<file path="src/rtl/muldiv_sequencer_if.sv">
// Control bundle between the main controller,
// the mul/div units and the HI/LO sequencer.
interface muldiv_sequencer_if;
    logic op_mult;
    logic op_div;
    logic divisor_zero;
    logic mult_done;
    logic div_done;
    logic mult_start;
    logic div_start;
    logic high_load;
    logic low_load;
    logic mux_high_selector;
    logic mux_low_selector;
    logic busy;
    logic done;
    logic div_zero_exc;
    logic timeout_err;

    modport master (
        output op_mult,
        output op_div,
        output divisor_zero,
        output mult_done,
        output div_done,
        input  mult_start,
        input  div_start,
        input  high_load,
        input  low_load,
        input  mux_high_selector,
        input  mux_low_selector,
        input  busy,
        input  done,
        input  div_zero_exc,
        input  timeout_err
    );

    modport slave (
        input  op_mult,
        input  op_div,
        input  divisor_zero,
        input  mult_done,
        input  div_done,
        output mult_start,
        output div_start,
        output high_load,
        output low_load,
        output mux_high_selector,
        output mux_low_selector,
        output busy,
        output done,
        output div_zero_exc,
        output timeout_err
    );
endinterface

</file>
<file path="src/rtl/muldiv_sequencer.sv">
// MULT/DIV sequencer: starts a unit, waits for it
// with a watchdog, then loads HI/LO and reports.
module muldiv_sequencer #(
    parameter int TIMEOUT_CYCLES = 40
) (
    input logic                clk,
    input logic                reset,
    muldiv_sequencer_if.slave  bus
);

    localparam int CW = $clog2(TIMEOUT_CYCLES);
    localparam logic [CW-1:0] LAST =
        CW'(TIMEOUT_CYCLES - 1);

    typedef enum logic [2:0] {
        IDLE,
        ISSUE,
        WAIT,
        WRITE,
        FIN,
        EXC,
        ERR
    } state_t;

    state_t        state;
    logic          sel;
    logic [CW-1:0] cnt;
    logic          unit_done;

    // only the done of the unit we started counts
    assign unit_done = sel ? bus.div_done
                           : bus.mult_done;

    // sequencing FSM, active-unit select, watchdog
    always_ff @(posedge clk) begin
        if (reset) begin
            state <= IDLE;
            sel   <= 1'b0;
            cnt   <= '0;
        end else begin
            unique case (state)
                IDLE: begin
                    if (bus.op_mult) begin
                        sel   <= 1'b0;
                        state <= ISSUE;
                    end else if (bus.op_div) begin
                        if (bus.divisor_zero) begin
                            state <= EXC;
                        end else begin
                            sel   <= 1'b1;
                            state <= ISSUE;
                        end
                    end
                end
                ISSUE: begin
                    cnt   <= '0;
                    state <= WAIT;
                end
                WAIT: begin
                    cnt <= cnt + 1'b1;
                    if (unit_done) begin
                        state <= WRITE;
                    end else if (cnt == LAST) begin
                        state <= ERR;
                    end
                end
                WRITE:   state <= FIN;
                FIN:     state <= IDLE;
                EXC:     state <= IDLE;
                ERR:     state <= IDLE;
                default: state <= IDLE;
            endcase
        end
    end

    assign bus.mult_start = (state == ISSUE) && !sel;
    assign bus.div_start  = (state == ISSUE) && sel;
    assign bus.high_load  = (state == WRITE);
    assign bus.low_load   = (state == WRITE);
    assign bus.mux_high_selector = sel;
    assign bus.mux_low_selector  = sel;
    assign bus.busy         = (state != IDLE);
    assign bus.done         = (state == FIN);
    assign bus.div_zero_exc = (state == EXC);
    assign bus.timeout_err  = (state == ERR);

endmodule
</file>
<file path="src/flat_wrapper.sv">
// flat-port wrapper written by rule: the top's interface ports become plain ports
module muldiv_sequencer_flat 
#(
    parameter int TIMEOUT_CYCLES = 40
)
  (clk, reset, bus_op_mult, bus_op_div, bus_divisor_zero, bus_mult_done, bus_div_done, bus_mult_start, bus_div_start, bus_high_load, bus_low_load, bus_mux_high_selector, bus_mux_low_selector, bus_busy, bus_done, bus_div_zero_exc, bus_timeout_err);
  muldiv_sequencer_if bus_i ();
  input logic clk;
  input logic reset;
  input wire logic [$bits(bus_i.op_mult)-1:0] bus_op_mult;
  input wire logic [$bits(bus_i.op_div)-1:0] bus_op_div;
  input wire logic [$bits(bus_i.divisor_zero)-1:0] bus_divisor_zero;
  input wire logic [$bits(bus_i.mult_done)-1:0] bus_mult_done;
  input wire logic [$bits(bus_i.div_done)-1:0] bus_div_done;
  output wire logic [$bits(bus_i.mult_start)-1:0] bus_mult_start;
  output wire logic [$bits(bus_i.div_start)-1:0] bus_div_start;
  output wire logic [$bits(bus_i.high_load)-1:0] bus_high_load;
  output wire logic [$bits(bus_i.low_load)-1:0] bus_low_load;
  output wire logic [$bits(bus_i.mux_high_selector)-1:0] bus_mux_high_selector;
  output wire logic [$bits(bus_i.mux_low_selector)-1:0] bus_mux_low_selector;
  output wire logic [$bits(bus_i.busy)-1:0] bus_busy;
  output wire logic [$bits(bus_i.done)-1:0] bus_done;
  output wire logic [$bits(bus_i.div_zero_exc)-1:0] bus_div_zero_exc;
  output wire logic [$bits(bus_i.timeout_err)-1:0] bus_timeout_err;
  assign bus_i.op_mult = bus_op_mult;
  assign bus_i.op_div = bus_op_div;
  assign bus_i.divisor_zero = bus_divisor_zero;
  assign bus_i.mult_done = bus_mult_done;
  assign bus_i.div_done = bus_div_done;
  assign bus_mult_start = bus_i.mult_start;
  assign bus_div_start = bus_i.div_start;
  assign bus_high_load = bus_i.high_load;
  assign bus_low_load = bus_i.low_load;
  assign bus_mux_high_selector = bus_i.mux_high_selector;
  assign bus_mux_low_selector = bus_i.mux_low_selector;
  assign bus_busy = bus_i.busy;
  assign bus_done = bus_i.done;
  assign bus_div_zero_exc = bus_i.div_zero_exc;
  assign bus_timeout_err = bus_i.timeout_err;
  muldiv_sequencer #(.TIMEOUT_CYCLES(TIMEOUT_CYCLES)) u_core (.clk(clk), .reset(reset), .bus(bus_i));
endmodule
</file>
<file path="config.mk">
export PLATFORM = sky130hd
export DESIGN_NAME = muldiv_sequencer_flat
export DESIGN_NICKNAME = d
export VERILOG_FILES = /design/src/rtl/muldiv_sequencer_if.sv /design/src/rtl/muldiv_sequencer.sv /design/src/flat_wrapper.sv
export SDC_FILE = /design/constraint.sdc
export NUM_CORES = 1
export LEC_CHECK = 0
export BUFFER_PORTS_ARGS = -buffer_cell sky130_fd_sc_hd__buf_2
export CORE_MARGIN = 2
export CORE_UTILIZATION = 50
export DETAILED_ROUTE_END_ITERATION = 16
export PLACE_DENSITY = 0.76
export REMOVE_ABC_BUFFERS = 1
export SLEW_MARGIN = 40
export SYNTH_ARGS = -nofsm -noshare
export SYNTH_HDL_FRONTEND = slang
export SYNTH_SLANG_ARGS = --single-unit
</file>
<file path="constraint.sdc">
create_clock -name clk -period 1.7 [get_ports clk]
set_clock_uncertainty 0.1 [all_clocks]
set_input_delay 0.17 -clock clk [delete_from_list [all_inputs] [get_ports clk]]
set_output_delay 0.17 -clock clk [all_outputs]
set_load 0.005 [all_outputs]
</file>
==> results of run 1 <==
## cells by family (layout without fill, tap and decap cells)
logic type               after synthesis  in the layout  share of synthesized area [%]
flip-flops                            10             10                           30.1
XOR/XNOR                               1              1                           1.32
AO/OA/AOI/OAI                         18             18                           16.7
adder cells (fa/ha/maj)                1              1                           1.88
AND/OR/NAND/NOR                       34             34                           37.8
buffers and inverters                 10             26                           9.21
multiplexers                           2              2                           3.01
## where the power goes
group | switching (mW) | internal, mW | total, mW | leakage (nW)
logic | 0.0900 | 0.102 | 0.192 | 0.233
clock network | 0.0959 | 0.130 | 0.226 | 0.0210
registers | 0.0388 | 0.255 | 0.293 | 0.0827
total | 0.225 | 0.487 | 0.712 | 0.337
## sequential cells by signal, summed over array words and instances (netlist names)
| register | cells |
|---|---|
| u_core.bus.mux_high_selector | 1 |
| u_core.cnt | 6 |
| u_core.state | 3 |
## layout make-up
class,count,area [um^2]
clock buffer,4,36.3
timing repair buffer,20,110
tap,15,18.8
multi-input combinational,56,412
sequential,10,206
fill,110,478
inverter,2,7.51
## worst reg2reg max path: stages (launching register included)
cell and delay (ns):
dfxtp_1 0.41, ha_1 0.24, and4b_1 0.20, nand3_1 0.09, a2111oi_2 0.39
## what timing repair did
action | CTS | global route
gates resized for setup | 4 | 2
hold buffers | 0 | 0
setup endpoints to repair | 2 | 3
## routing by layer
metal  up-vias  wire length [um]
met2        12               697
met1       281               647
met4         0                38
met5         -                 0
met3         4                35
li1        315                 -
## worst paths after layout
check	startpoint	to	slack, ns	cells past startpoint
max	u_core.state[2]$_SDFFE_PP0P_	bus_div_start	0.11	3
max reg2reg	u_core.cnt[0]$_SDFFE_PP0P_	u_core.state[2]$_SDFFE_PP0P_	0.17	4
min	bus_op_mult	u_core.bus.mux_high_selector$_SDFFE_PP0P_	0.05	2
min reg2reg	u_core.cnt[0]$_SDFFE_PP0P_	u_core.cnt[0]$_SDFFE_PP0P_	0.42	2
## cells in the final DEF, fill, tap and decap left out, types with 2 or more instances in the layout
master / netlist / routed
nor3_1: 3 / 3
a21oi_1: 8 / 8
buf_2: 1 / 16
nand3b_1: 2 / 2
buf_4: 2 / 4
nand3_1: 2 / 2
or3_1: 2 / 2
dfxtp_1: 10 / 7
and3b_1: 4 / 4
mux2i_1: 2 / 2
clkbuf_4: 0 / 3
nor4_1: 2 / 2
a21o_1: 2 / 2
nor4b_2: 2 / 2
dfxtp_2: 0 / 2
nor2_1: 4 / 4
inv_1: 2 / 2
o211ai_1: 2 / 2
nor3b_1: 2 / 2
o21ai_0: 3 / 3
nand2_1: 3 / 3
==> metrics, run 1 <==
grt met3 use 3.33%; Routed Wire Length 1420 um; Power Total 0.712 mW; Hold WS 0.0489 ns; Tightest Pin Transition 0.341 ns; Iteration-0 DRC Markers 6; cell family with most CP delay simple AND/OR/NAND/NOR gates; slew margin rel. 77.1%; global router's overall resource usage 21.6%; f_max 628 MHz; Antenna Nets Post-Route 0; post-synthesis cell type count 35; # diodes 0; clock-pin slew on the worst setup and hold paths 0.08 ns; worst hold path type input pin to register; Top Ports 17; required time of the critical path 1.43 ns; Static Leak 0.337 nW; crit-path max cell delay 0.44 ns; CTS H-tree lvls 1; TNS Setup 0 ns; final core occ 62.3%; DRT Pass-1 Iters 4; sequential area share after synthesis 30.1%; Port Buf Inserts 16; vias per cell 5.72; DR WL/cell 13.3 um; synthesized cell area 666 um^2; Max-Cap Viols 0; CTS root buffer clkbuf_4; worst skew pair latency 0.27 ns; largest net degree at the start of global routing 13; CP Max Fanout 11; Async S/R FF share, synth 0%; Layout area overhead 18.8%; Die ar. 1640 um^2; RSZ-0062 raised after global routing false; top cells by count, synth dfxtp_1 (10), a21oi_1 (8), and3b_1 (4), nor2_1 (4); busiest grt layer met2; VDD IR max 0.000711 V; chip width 40.5 um; Final Hold Vio Count 0; CP max stage cell or3b_4; Placer Congestion 0.857; status complete, no violations; Final Cell Area 791 um^2; worst slack, placed 0.171 ns; Post-Layout Cell Count 107; Rows 13; Post-Syn Instances 76; WP data arrival 1.32 ns; final net count 101; vias in the first global route 526; final worst slack 0.108 ns; vias post-DR 612; top cell type by total area after synthesis dfxtp_1; routing usage on met2 36.9%; minimum clock period 1.59 ns; Starting Density 52.5%; crit path launch type register; Yosys top cell area share 30.1%; EDFF count, synth 0; first-pass GRT wire length 2270 um; Sink Count 10; Setup violations, final 0; initial antenna violation count 0; synthesis-stage register bit count 10; placed inst area 741 um^2; ratio of cells with drive above 1 in the final layout 34.8%; Worst setup EP type output pin; Primary FF master, synth dfxtp_1; Post-Syn Area per Cell 8.76 um^2; placed insts 103; Num CTS Buffers 3; top-count cell post-synth dfxtp_1; P per Cell Area 900 nW/um^2; Final Cycle Share 93.6%; total congestion overflow 0; CP bufs+invs 1; Cell Chain, Critical Path or3b_4 > nor2_1 > buf_2; CTS tree yes; Core Region 1270 um^2; Final Max Slew Viols 0; DRC violations left 0; Post-CTS Setup Bufs 0; CP Class register to output pin; Area contributors post-synth dfxtp_1 (30%), a21oi_1 (6.0%), and3b_1 (5.3%); warnings from Yosys 0; Clock Tree Buf Depth 2; Die H 40.5 um; met1 Use GR 25.0%
Note: power is estimated with default switching activity, not from simulation.
==> inputs of run 2 (changes only) <==
==> constraint.sdc (replaced) <==
create_clock -name clk -period 1.6 [get_ports clk]
set_clock_uncertainty 0.1 [all_clocks]
set_input_delay 0.16 -clock clk [delete_from_list [all_inputs] [get_ports clk]]
set_output_delay 0.16 -clock clk [all_outputs]
set_load 0.005 [all_outputs]
==> run 2 against run 1 <==
Utilization shrank 0.20 points; global-route usage grew 0.61 points; wire length shrank 3.9%; critical endpoint is now u_core.state[2]$_SDFFE_PP0P_.
==> metrics, run 2 (synthesis gave the netlist of run 1 again) <==
status complete, no violations (unchanged); Max-Cap Viols 0 (unchanged); Antenna Nets Post-Route 0 (unchanged); minimum clock period 1.56 ns; first-pass GRT wire length 2340 um (was 2270 um); Routed Wire Length 1360 um (was 1420 um); most frequent cells in the layout buf_2 (16), a21oi_1 (8), dfxtp_1 (6) (was buf_2 (16), a21oi_1 (8), dfxtp_1 (7)); # hold bufs at CTS 0 (unchanged); Port Buf Inserts 16 (unchanged); Setup violations, final 0 (unchanged); Static Leak 0.328 nW (was 0.337 nW); f_max 642 MHz; Filler cells 113 (was 110); # diodes 0 (unchanged); Post-Layout Cell Count 106 (was 107); Reg power frac 44.4% (was 41.2%); vias per cell 5.80 (was 5.72); routing usage on met2 36.5% (was 36.9%); max FFs per register 6 (unchanged); placed inst area 741 um^2 (unchanged); Final Hold Vio Count 0 (unchanged); Clock Tree Buf Depth 2 (unchanged); Final HPWL DP 1020 um; slew margin rel. 72.3% (was 77.1%); Die H 40.5 um (unchanged); vias post-DR 615 (was 612); WP data arrival 1.60 ns (was 1.32 ns); Tightest Pin Transition 0.412 ns (was 0.341 ns); met1 Use GR 25.1% (was 25.0%); largest net degree at the start of global routing 13 (unchanged); Gate power share 30.8% (was 27.0%); Placer Congestion 0.757 (was 0.857); Layout area overhead 18.4% (was 18.8%); grt met3 use 8.33% (was 3.33%); most common cell after layout, fill and taps aside buf_2 (unchanged); final core occ 62.1% (was 62.3%); Worst setup EP type register (was output pin); DR WL/cell 12.9 um (was 13.3 um); global router's overall resource usage 22.2% (was 21.6%); Final Max Slew Viols 0 (unchanged); Power Total 0.694 mW (was 0.712 mW); Die ar. 1640 um^2 (unchanged); vias in the first global route 534 (was 526); final net count 101 (unchanged); TNS Setup 0 ns (unchanged); CP Class register to register (was register to output pin); P_int 0.470 mW (was 0.487 mW); Core Region 1270 um^2 (unchanged); Sw Share 32.4% (was 31.6%); clock-pin slew on the worst setup and hold paths 0.06 ns (was 0.08 ns); CTS H-tree lvls 1 (unchanged); Clk pwr share 24.8% (was 31.8%); chip width 40.5 um (unchanged); Rows 13 (unchanged); crit path launch type register (unchanged); RSZ-0062 raised after global routing true (was false); Num CTS Buffers 3 (unchanged); Top Ports 17 (unchanged); switching power 0.225 mW (about the same); total congestion overflow 0 (unchanged); initial antenna violation count 0 (unchanged); busiest grt layer met2 (unchanged); ratio of cells with drive above 1 in the final layout 38.5% (was 34.8%); worst skew pair latency 0.27 ns (about the same); CP Max Fanout 5 (was 11); DRT Pass-1 Iters 4 (unchanged); Multi-input gate area 422 um^2 (was 412 um^2); largest register by flop count u_core.cnt (unchanged); Final Cycle Share 97.4%; CTS tree yes (unchanged); placed insts 103 (unchanged); P per Cell Area 881 nW/um^2 (was 900 nW/um^2); VDD IR max 0.000622 V (was 0.000711 V); Iteration-0 DRC Markers 11 (was 6); Final Cell Area 788 um^2 (was 791 um^2); CTS root buffer clkbuf_4 (unchanged); required time of the critical path 1.64 ns (was 1.43 ns); worst hold path type input pin to register (unchanged); Sink Count 10 (unchanged); Starting Density 52.5% (unchanged); FF/Latch Area 208 um^2 (was 206 um^2); DRC violations left 0 (unchanged)
-- run 2: cell count changes in the layout (fill, tap and decap cells not counted), sizes merged --
cell	before	now
clkbuf	4	3
-- run 2: metal layers --
| metal | vias to the layer above | share of wire (%) |
|---|---|---|
| li1 | 314 | - |
| met1 | 285 | 48 |
| met2 | 11 | 45 |
| met3 | 5 | 4.9 |
| met4 | 0 | 1.4 |
| met5 | - | 0 |
-- run 2: layout make-up --
class / count / share of cell area, %
inverter: 2 / 0.952
sequential: 10 / 26.3
clock buffer: 3 / 2.86
tap: 15 / 2.38
multi-input combinational: 56 / 53.5
timing repair buffer: 20 / 14.0
-- run 2: final timing paths --
check                                              end  slack, ns  depth (start not counted)                        from
max                       u_core.state[2]$_SDFFE_PP0P_       0.04                          4  u_core.cnt[1]$_SDFFE_PP0P_
min reg2reg                 u_core.cnt[0]$_SDFFE_PP0P_       0.40                          2  u_core.cnt[0]$_SDFFE_PP0P_
max reg2reg               u_core.state[2]$_SDFFE_PP0P_       0.04                          4  u_core.cnt[1]$_SDFFE_PP0P_
min          u_core.bus.mux_high_selector$_SDFFE_PP0P_       0.05                          2                 bus_op_mult
-- run 2: power groups by stage --
| stage | logic (mW) | clock network [mW] | registers, mW |
|---|---|---|---|
| final | 0.214 | 0.173 | 0.308 |
| after global placement | 0.197 | 0 | 0.306 |
| after floorplan | 0.101 | 0 | 0.324 |
| after detailed placement | 0.204 | 0 | 0.308 |
| after global routing | 0.239 | 0.185 | 0.314 |
| after CTS | 0.213 | 0.179 | 0.305 |
-- run 2: stage by stage --
step / setup WS, ns / hold WS, ns
finish: 0.0421 / 0.0488
global route: -0.00521 / 0.0580
CTS: 0.0208 / 0.0464
detailed placement: -0.0417 / 0.330
global placement: 0.0824 / 0.318
floorplan: 0.0339 / 0.129
-- run 2: worst max-delay path: stages, from the launching register on --
cell and delay [ns]:
dfxtp_1 0.41, ha_2 0.23, and4b_1 0.19, nand3_1 0.09, a2111oi_2 0.41
-- run 2: repair_timing --
action / CTS / global route
cloned: 0 / 0
gates resized for setup: 5 / 5
setup buffers: 0 / 0
setup endpoints to repair: 3 / 6
==> inputs of run 3 (changes only) <==
--- a/config.mk
+++ b/config.mk
@@ -9,6 +9,7 @@
 export CORE_MARGIN = 2
 export CORE_UTILIZATION = 50
 export DETAILED_ROUTE_END_ITERATION = 16
+export HOLD_SLACK_MARGIN = 0.05
 export PLACE_DENSITY = 0.76
 export REMOVE_ABC_BUFFERS = 1
 export SLEW_MARGIN = 40
==> run 3 against run 2 <==
Die area unchanged; hold slack better by 0.037 ns; critical endpoint unchanged; largest power group unchanged; wire length up 0.95%; highest routed layer unchanged; clock power about the same.
==> metrics, run 3 (synthesis gave the netlist of run 1 again) <==
minimum clock period 1.56 ns (about the same); Final HPWL DP 1020 um (unchanged); largest net degree at the start of global routing 13 (unchanged); required time of the critical path 1.64 ns (about the same); Die ar. 1640 um^2 (unchanged); Post-CTS Setup Bufs 0 (unchanged); Clock Tree Buf Depth 2 (unchanged); VDD IR max 0.000623 V (was 0.000622 V); vias per cell 5.76 (was 5.80); Sink Count 10 (unchanged); worst skew pair latency 0.27 ns (about the same); Starting Density 52.5% (unchanged); Num CTS Buffers 3 (unchanged); Placer Congestion 0.757 (unchanged); R2R Setup Slk 0.04 ns (about the same); Rows 13 (unchanged); Tightest Pin Transition 0.413 ns (was 0.412 ns); final net count 102 (was 101); status complete, no violations (unchanged); WP data arrival 1.60 ns (about the same); DRC violations left 0 (unchanged); Top Ports 17 (unchanged); Final Max Slew Viols 0 (unchanged); Core Region 1270 um^2 (unchanged); Final Hold Vio Count 0 (unchanged); CP Max Fanout 5 (unchanged); Max-Cap Viols 0 (unchanged); most common cell after layout, fill and taps aside buf_2 (unchanged); most frequent cells in the layout buf_2 (16), a21oi_1 (8), dfxtp_1 (6) (unchanged); slew margin rel. 72.2% (was 72.3%); P_int 0.471 mW (was 0.470 mW); Clk pwr share 24.7% (was 24.8%); DRT Pass-1 Iters 4 (unchanged); Final Cell Area 798 um^2 (was 788 um^2); vias post-DR 616 (was 615); Routed Wire Length 1380 um (was 1360 um); worst reg2reg endpoint u_core.state[2]$_SDFFE_PP0P_ (unchanged); ratio of cells with drive above 1 in the final layout 38.0% (was 38.5%); final core occ 62.9% (was 62.1%); CTS H-tree lvls 1 (unchanged); total congestion overflow 0 (unchanged); Sw Share 32.4% (about the same); R2R depth 4 (unchanged); Worst setup EP type register (unchanged); # diodes 0 (unchanged); Critical Path Source u_core.cnt[1]$_SDFFE_PP0P_ (unchanged); crit path to u_core.state[2]$_SDFFE_PP0P_ (unchanged); Reg power frac 44.3% (was 44.4%); Final Cycle Share 97.4% (about the same); Iteration-0 DRC Markers 10 (was 11); Gate power share 31.0% (was 30.8%); CTS tree yes (unchanged); placed inst area 741 um^2 (unchanged); Layout area overhead 19.9% (was 18.4%); CP Class register to register (unchanged); CTS root buffer clkbuf_4 (unchanged); Static Leak 0.333 nW (was 0.328 nW); vias in the first global route 536 (was 534); f_max 642 MHz (about the same); worst hold path type input pin to register (unchanged); Worst R2R Start u_core.cnt[1]$_SDFFE_PP0P_ (unchanged); initial antenna violation count 0 (unchanged); first-pass GRT wire length 2350 um (was 2340 um); global router's overall resource usage 22.3% (was 22.2%); clock-pin slew on the worst setup and hold paths 0.06 ns (about the same); P per Cell Area 874 nW/um^2 (was 881 nW/um^2); Setup violations, final 0 (unchanged); Die H 40.5 um (unchanged); chip width 40.5 um (unchanged); RSZ-0062 raised after global routing true (unchanged); max FFs per register 6 (unchanged); Filler cells 111 (was 113); Antenna Nets Post-Route 0 (unchanged); crit path launch type register (unchanged); switching power 0.226 mW (was 0.225 mW); DR WL/cell 12.9 um (about the same); largest register by flop count u_core.cnt (unchanged); Port Buf Inserts 16 (unchanged)
## run 3: final cells by class
| cell class | instances | area (um^2) | share of cell area (%) |
|---|---|---|---|
| Multi-Input combinational cell | 56 | 422 | 52.8 |
| Clock buffer | 3 | 22.5 | 2.82 |
| Tap cell | 15 | 18.8 | 2.35 |
| Timing Repair Buffer | 21 | 120 | 15.0 |
| Sequential cell | 10 | 208 | 26.0 |
| Inverter | 2 | 7.51 | 0.940 |
## run 3: power groups by stage
stage	Combinational (mW)	Sequential, mW	Clock, mW
floorplan	0.101	0.324	0
global placement	0.197	0.306	0
detailed placement	0.204	0.308	0
CTS	0.215	0.305	0.179
global route	0.241	0.314	0.185
finish	0.216	0.309	0.173
## run 3: layer usage
layer | vias to the layer above | routed length [um] | track usage (%)
met5 | - | 0 | 0
met4 | 0 | 19 | 10.0
met3 | 5 | 74 | 8.33
met2 | 13 | 614 | 36.5
met1 | 282 | 667 | 25.4
li1 | 316 | - | -
## run 3: worst min-delay path by stage
stage	slack, ns	depth (start not counted)	end	from
finish	0.09	3	u_core.bus.mux_high_selector$_SDFFE_PP0P_	bus_divisor_zero
global route	0.09	3	u_core.bus.mux_high_selector$_SDFFE_PP0P_	bus_divisor_zero
floorplan	0.13	1	u_core.cnt[0]$_SDFFE_PP0P_	reset
global placement	0.32	2	u_core.bus.mux_high_selector$_SDFFE_PP0P_	bus_op_mult
detailed placement	0.33	2	u_core.bus.mux_high_selector$_SDFFE_PP0P_	bus_op_mult
CTS	0.08	3	u_core.bus.mux_high_selector$_SDFFE_PP0P_	bus_divisor_zero
## run 3: worst max-delay path: stages (launching register included)
cell and delay, ns:
dfxtp_1 0.41, ha_2 0.23, and4b_1 0.19, nand3_1 0.09, a2111oi_2 0.41
## run 3: repair_timing
item,CTS,global route
endpoints found under the setup margin,3,6
hold endpoints to repair,1,0
pin swaps,0,0
hold buffers,1,0
resized for setup,5,5
## run 3: metrics by stage
| stage | power [mW] | instances | setup TNS [ns] | setup slack [ns] | hold WS [ns] |
|---|---|---|---|---|---|
| floorplan | 0.425 | 68 | 0 | 0.0339 | 0.129 |
| global placement | 0.504 | 103 | 0 | 0.0824 | 0.318 |
| detailed placement | 0.512 | 103 | -0.0417 | -0.0417 | 0.330 |
| CTS | 0.699 | 107 | 0 | 0.0208 | 0.0829 |
| global route | 0.740 | 107 | -0.00521 | -0.00521 | 0.0874 |
| finish | 0.697 | 107 | 0 | 0.0421 | 0.0860 |
